### src/rtl/ste_xadc_drp_rd_pkg.sv
// Shared types and constants for the XADC DRP sample-acquisition front end.
// Holds the FSM state type, the DRP status-register map and the result bit positions.
package ste_xadc_pkg;

    typedef enum logic [1:0] {
        IDLE = 2'd0,
        REQ  = 2'd1,
        WAIT = 2'd2
    } drp_state_e;

    localparam logic [6:0] ADDR_TEMP   = 7'h00;
    localparam logic [6:0] ADDR_VCCINT = 7'h01;
    localparam logic [6:0] ADDR_VPVN   = 7'h03;
    localparam logic [6:0] ADDR_AUX0   = 7'h10;
    localparam logic [6:0] ADDR_AUX15  = 7'h1F;

    // XADC places its 12-bit conversion result left-justified in the 16-bit status word.
    localparam int XADC_RES_MSB = 15;
    localparam int XADC_RES_LSB = 4;

    function automatic logic [6:0] aux_addr(input logic [3:0] idx);
        return ADDR_AUX0 | {3'b000, idx};
    endfunction

endpackage

### src/rtl/ste_xadc_drp_rd_sat_cnt.sv
// Generic saturating up-counter with synchronous clear.
// Holds at all-ones once reached; clear takes priority over increment.
module ste_sat_cnt #(
    parameter int W = 8
) (
    input  logic         clk,
    input  logic         rst_n,
    input  logic         inc,
    input  logic         clr,
    output logic [W-1:0] cnt
);

    always_ff @(posedge clk or negedge rst_n) begin
        if (!rst_n) begin
            cnt <= '0;
        end else if (clr) begin
            cnt <= '0;
        end else if (inc && (cnt != {W{1'b1}})) begin
            cnt <= cnt + W'(1);
        end
    end

endmodule

### src/rtl/ste_xadc_drp_rd.sv
// XADC end-of-conversion to DRP read sequencer: issues one DRP read per accepted eoc,
// presents the result as a strobed sample, flags timeouts and counts dropped conversions.
//
// state | meaning
// IDLE  | waiting for an enabled eoc; address latched on acceptance
// REQ   | den asserted for this single cycle, timeout counter cleared
// WAIT  | waiting for drdy; captures on drdy, aborts when the counter hits its limit
module ste_xadc_drp_rd
    import ste_xadc_pkg::*;
#(
    parameter int         DATA_W      = 16,
    parameter int         TIMEOUT_CYC = 64,
    parameter logic [6:0] DEF_ADDR    = ADDR_VPVN
) (
    input  logic              clk,
    input  logic              rst_n,
    input  logic              enable_i,
    input  logic [6:0]        ch_addr_i,
    input  logic              eoc_i,
    output logic              drp_den_o,
    output logic              drp_dwe_o,
    output logic [6:0]        drp_daddr_o,
    output logic [15:0]       drp_di_o,
    input  logic              drp_drdy_i,
    input  logic [15:0]       drp_do_i,
    output logic [DATA_W-1:0] sample_o,
    output logic              sample_valid_o,
    output logic              err_timeout_o,
    output logic [7:0]        overrun_cnt_o
);

    localparam logic [7:0] TMO_LAST = 8'(TIMEOUT_CYC - 1);

    drp_state_e state;
    drp_state_e state_nxt;
    logic [7:0] tmo_cnt;
    logic       accept;
    logic       capture;
    logic       timeout;
    logic       ovr_inc;
    logic       unused_do_bits;

    always_ff @(posedge clk or negedge rst_n) begin
        if (!rst_n) begin
            state <= IDLE;
        end else begin
            state <= state_nxt;
        end
    end

    always_comb begin
        state_nxt = state;
        accept    = 1'b0;
        capture   = 1'b0;
        timeout   = 1'b0;
        case (state)
            IDLE: begin
                if (eoc_i && enable_i) begin
                    accept    = 1'b1;
                    state_nxt = REQ;
                end
            end
            REQ: begin
                state_nxt = WAIT;
            end
            WAIT: begin
                if (drp_drdy_i) begin
                    capture   = 1'b1;
                    state_nxt = IDLE;
                end else if (tmo_cnt == TMO_LAST) begin
                    timeout   = 1'b1;
                    state_nxt = IDLE;
                end
            end
            default: begin
                state_nxt = IDLE;
            end
        endcase
    end

    always_ff @(posedge clk or negedge rst_n) begin
        if (!rst_n) begin
            tmo_cnt <= '0;
        end else if (state == REQ) begin
            tmo_cnt <= '0;
        end else if ((state == WAIT) && !capture && !timeout) begin
            tmo_cnt <= tmo_cnt + 8'd1;
        end
    end

    always_ff @(posedge clk or negedge rst_n) begin
        if (!rst_n) begin
            drp_daddr_o <= DEF_ADDR;
        end else if (accept) begin
            drp_daddr_o <= ch_addr_i;
        end
    end

    always_ff @(posedge clk or negedge rst_n) begin
        if (!rst_n) begin
            sample_o       <= '0;
            sample_valid_o <= 1'b0;
            err_timeout_o  <= 1'b0;
        end else begin
            sample_valid_o <= capture;
            if (capture) begin
                sample_o      <= drp_do_i[XADC_RES_MSB -: DATA_W];
                err_timeout_o <= 1'b0;
            end else if (timeout) begin
                err_timeout_o <= 1'b1;
            end
        end
    end

    // Decoding den from the state register lets it drop the instant reset asserts.
    assign drp_den_o = (state == REQ);
    assign drp_dwe_o = 1'b0;
    assign drp_di_o  = 16'h0000;

    // Only enabled eoc seen while a read is in flight count as dropped conversions.
    assign ovr_inc = eoc_i && enable_i && (state != IDLE);

    ste_sat_cnt #(
        .W(8)
    ) u_ovr_cnt (
        .clk   (clk),
        .rst_n (rst_n),
        .inc   (ovr_inc),
        .clr   (1'b0),
        .cnt   (overrun_cnt_o)
    );

    assign unused_do_bits = ^drp_do_i;

endmodule

### config.mk
export PLATFORM = sky130hd
export DESIGN_NAME = ste_xadc_drp_rd
export DESIGN_NICKNAME = d
export VERILOG_FILES = /design/src/rtl/ste_xadc_drp_rd_pkg.sv /design/src/rtl/ste_xadc_drp_rd_sat_cnt.sv /design/src/rtl/ste_xadc_drp_rd.sv
export SDC_FILE = /design/constraint.sdc
export NUM_CORES = 1
export LEC_CHECK = 0
export ABC_CLOCK_PERIOD_IN_PS = 1740
export CORE_UTILIZATION = 39
export DETAILED_ROUTE_END_ITERATION = 8
export PLACE_DENSITY = 0.77
export SKIP_LAST_GASP = 1
export SLEW_MARGIN = 20
export SYNTH_ARGS = -nofsm -noshare
export SYNTH_HDL_FRONTEND = slang
export SYNTH_SLANG_ARGS = --single-unit
### constraint.sdc
create_clock -name clk -period 1.74 [get_ports clk]
set_input_delay 0.348 -clock clk [delete_from_list [all_inputs] [get_ports clk]]
set_output_delay 0.348 -clock clk [all_outputs]
set_load 0.02 [all_outputs]
[After elaboration in Yosys (flattened, before gate mapping)]
Cells that the tools add are included.
Word-level totals
  input port bits: 28
  output and inout bits: 51
  bits in registers: 43
  logic and storage cells: 42
Cells by class
  $add $sub $neg: 2
  equal/unequal tests: 6
  muxes and demuxes: 15
  reduce and logical (&&, ||, !) cells: 12
Operators with widths (count)
  8-bit by 1-bit adder with 8-bit output (second input constant): 2
  8-bit 2-to-1 mux: 2
  1-bit 2-to-1 mux: 9
  8-bit by 6-bit equality test with 1-bit output (second input constant): 1
  8-bit != test (second input constant): 1
  2-bit 2-to-1 mux: 3
  2-bit case mux with 3 select lines: 1
  2-bit nonzero test: 3
  1-bit logical AND: 5
  3-bit != test (second input constant): 1
  2-bit by 1-bit equality test with 1-bit output (second input constant): 1
  2-bit equality test (second input constant): 1
  1-bit logical NOT: 2
  2-bit logical NOT: 1
  2-bit != test (second input constant): 1
  2-bit AND reduction: 1

[Logic depth before layout (Yosys ltp)]
  depth after elaboration: 8
  gate-level depth with buffers: 6
  gate-level depth less buffers: 5

[Modules after synthesis]
Synthesis repeated with hierarchy kept, for this count alone.
Second synthesis, totals
  cells, all modules: 173
  area total of the unflattened synthesis: 2062.0 µm²
By module, submodules not included
  ste_xadc_drp_rd: cells each 124, area an instance 1597.8 µm², sequential area each 878.3 µm², times used 1
  ste_sat_cnt: cells each 49, area an instance 464.2 µm², sequential area each 200.2 µm², times used 1

[Worst setup path before layout]
Ideal clock, no wire load.
  path type: register to register
  start point: reg u_ovr_cnt.cnt[0]
  end point: reg u_ovr_cnt.cnt[1]
  stages on the path, launching flop included: 5
  setup slack: 91 ps
  period minus slack after synthesis: 1649 ps
  arrival: 1524 ps
  library setup time: 125 ps
  buffers on the path: 0
  data required time: 1615 ps
  cells stage by stage: dfrtp_1 -> ha_1 -> and3_1 -> a21oi_2 -> mux2_2
Between the ends
  cells in the longest elaborated chain, start to end: 2
  elaborated cells between the ends (all ways): 3
  classes of those cells: add/sub (1); eq/ne (1); reduce/logical (1)
RTL lines
  from (decl): RTL line ste_xadc_drp_rd_sat_cnt.sv:10  | output logic [W-1:0] cnt
  from (signal assigned): RTL line ste_xadc_drp_rd_sat_cnt.sv:19  | cnt <= cnt + W'(1);
  parallel branches: the longest is 2 deep, another holds 8-bit by 1-bit adder with 8-bit output
Several ways; the timed one is not identified.
A chain may end at the register's enable or synchronous reset.

[Worst setup path in the final report]
  start point: reg err_timeout_o
  end point: out err_timeout_o
RTL lines
  from (decl): RTL line ste_xadc_drp_rd.sv:28  | output logic err_timeout_o,
  from (signal assigned): RTL line ste_xadc_drp_rd.sv:103  | err_timeout_o <= 1'b0;
  from (signal assigned): RTL line ste_xadc_drp_rd.sv:108  | err_timeout_o <= 1'b0;
  from (signal assigned): RTL line ste_xadc_drp_rd.sv:110  | err_timeout_o <= 1'b1;
No word-level cell between the ends.

==> qor.txt <==
IO Count -> 79
Seq/Total Area, Yosys -> 0.541
VDD IR max -> 742 uV
R2r worst-path depth -> 6
RSZ-0062 raised after global routing -> true
Fmax -> 601 MHz
Drt first-iter violations -> 56
XOR/XNOR share of the synthesized area -> 0.0308
Hold Crit Start -> u_ovr_cnt.cnt[6]
Met2 usage -> 0.276
Share of cells above drive strength 1 -> 0.236
Crit-path max FO -> 2
Worst Hold End -> u_ovr_cnt.cnt[6]
Final instance area -> 2810 sq um
Post-Synth Adder-Cell Area -> 0.0126
Number of global-route vias before repair -> 1491
Crit Path Class -> reg -> out
PwrDens -> 1260 nW/um^2
Mux contribution to synthesized area -> 0.141
Post-route antenna net violation count -> 0
Synth async-reset ratio -> 1.00
Core area -> 4820 sq um
Filler instances -> 431
Row count -> 25
Overflow after GRT -> 0
Reg clk slew, reported paths -> 80 ps
Final wirelength -> 3.92 mm
CTS tree -> yes
Multi-input logic area -> 813 sq um
Final setup fails -> 0
GR Util All Layers -> 0.160
Avg WL per Cell -> 13.1 microns
Die ar. -> 5400 sq um
Synth area leader -> dfrtp_1
CTS Root Cell -> clkbuf_8
Worst min path class -> reg -> reg
Synth top area cells -> dfrtp_1 51%, mux2_2 14%, buf_4 6.8%
Drt first pass iters -> 4
PortBufs -> 61
Vias post-DR -> 1411
Starting Density -> 0.414
DP Area -> 2710 sq um
DR DRC count -> 0
Syn avg cell area -> 12.8 sq um
GR Util met3 -> 0.0370
Crit-path slowest cell -> clkdlybuf4s50_1
Largest family of logic cells by synthesized area -> multiplexers
Synth cell count leaders -> 41 x dfrtp_1, 24 x mux2_2, 18 x buf_4, 8 x nand2_1, 6 x nand3_1
Dpl hpwl -> 2.95 mm
Worst hold slack -> 500 ps
FF+latch area -> 1080 sq um
GRT busiest layer -> met2
Met1 global-route usage -> 0.191
# clock sinks -> 43
H-tree levels -> 2
Yosys top cell area share -> 0.515
Via density -> 4.70
CP max stage delay -> 630 ps
Number of flops mapped to enable cells by yosys -> 0
Post-CTS setup buffers -> 0
Die height -> 73.5 microns
Worst reg2reg setup slack -> 100 ps
Initial antenna violation count -> 0
Worst setup margin -> 75.2 ps
Placed insts -> 291
Layout Cells excl Fill -> 300
CP Buf/Inv Count -> 1
Final period utilization -> 0.957
Worst skew pair latency -> 300 ps
Synth Register Bits -> 43
Die X -> 73.5 microns
Status -> complete, no violations
Delay-heaviest family, CP -> buffers and inverters
Worst hold path stage count -> 1
Fin. max-slew vios -> 0
Maxcap violations -> 0
Leakage -> 1.25 nW
Required time of the critical path -> 1390 ps
Mapped Area -> 1990 sq um
Reg-to-Reg End -> tmo_cnt[2]
Setup Skew -> 9.42 ps
Most common cell in the netlist -> dfrtp_1
Num CTS Buffers -> 5
Crit path arrival time -> 1320 ps
DP Worst Slack -> -140 ps
Gpl congestion -> 0.783
CTS Buffer Depth -> 2
CP Launch Type -> flop
Worst path cell trace -> clkdlybuf4s50_1
Worst Setup End Kind -> output pin
Pin count of the biggest net entering global routing -> 27
P&R area growth vs syn -> 40.9%
N_diodes -> 0
Simple-gate share of the synthesized area -> 0.118
Tmin final -> 1660 ps
Nets -> 262
Top FF cell, synth -> dfrtp_1
Synth Area in Compound Gates -> 0.0691
Hold Vio Cnt, Final -> 0
Yosys cell types -> 44
Post-Syn Instances -> 156
First-pass GRT wire length -> 6.49 mm
Yosys warns -> 0
R2R Path Start -> tmo_cnt[1]
## report_power, final
group          leakage [nW]  switching [mW]  internal, mW
registers             0.538           0.177          1.29
clock network        0.0422           0.328         0.282
logic                 0.669           0.685         0.763
## layer usage
layer / up-vias / part of all wire
li1: 670 / -
met1: 688 / 0.42
met2: 46 / 0.51
met3: 7 / 0.046
met4: 0 / 0.017
met5: - / 0
## worst max-delay path by stage
stage,end,start,cells past startpoint,slack [ps]
after detailed placement,tmo_cnt[7],drp_drdy_i,6,-140
after floorplan,u_ovr_cnt.cnt[1],u_ovr_cnt.cnt[0],4,90
after CTS,tmo_cnt[2],tmo_cnt[1],6,5
final,err_timeout_o,err_timeout_o,1,80
after global placement,tmo_cnt[7],drp_drdy_i,5,-120
after global routing,tmo_cnt[2],tmo_cnt[1],6,-9
## logic make-up (layout without fill, tap and decap cells)
logic type,Yosys count,in the layout
AO/OA/AOI/OAI,15,15
XOR/XNOR,7,7
adder cells (fa/ha/maj),2,2
buffers and inverters,25,86
flip-flops,43,43
multiplexers,25,25
other,1,17
AND/OR/NAND/NOR,38,38
## final cells by class
cell class | count | area share
Sequential cell | 43 | 0.384
Multi-Input combinational cell | 104 | 0.290
Timing Repair Buffer | 75 | 0.264
Tap cell | 67 | 0.0298
Clock buffer | 7 | 0.0272
Inverter | 3 | 0.00401
Clock inverter | 1 | 0.00178
## cells in the final DEF (no fill, tap or decap), drive strengths merged, types with 4 or more instances in the layout
| cell type | n |
|---|---|
| nor3b | 4 |
| clkbuf | 7 |
| nand2 | 8 |
| clkdlybuf4s50 | 53 |
| dfrtp | 41 |
| xnor2 | 4 |
| conb | 17 |
| buf | 14 |
| mux2 | 24 |
| dlygate4sd2 | 5 |
| nand3 | 7 |
## flip-flops by register name (all words and copies together) (netlist names)
name and cells:
drp_daddr_o 7, sample_valid_o 1, u_ovr_cnt.cnt 8, sample_o 16, state 2, err_timeout_o 1, tmo_cnt 8
## per-stage QoR
| step | util | power, mW | TNS (ps) |
|---|---|---|---|
| 2_1_floorplan | - | 2.23 | 0 |
| 3_3_place_gp | 0.562 | 2.93 | -223 |
| 3_5_place_dp | 0.562 | 2.97 | -355 |
| 4_1_cts | 0.579 | 3.57 | 0 |
| 5_1_grt | 0.583 | 3.72 | -8.97 |
| 6_report | 0.583 | 3.53 | 0 |
## what timing repair did
action                                  4_1_cts  5_1_grt
endpoints found under the hold margin        17        0
endpoints found under the setup margin        5        9
hold buffers                                  1        0
resized for setup                             5        5
pin swaps                                     0        1
Note: power is estimated with default switching activity, not from simulation.
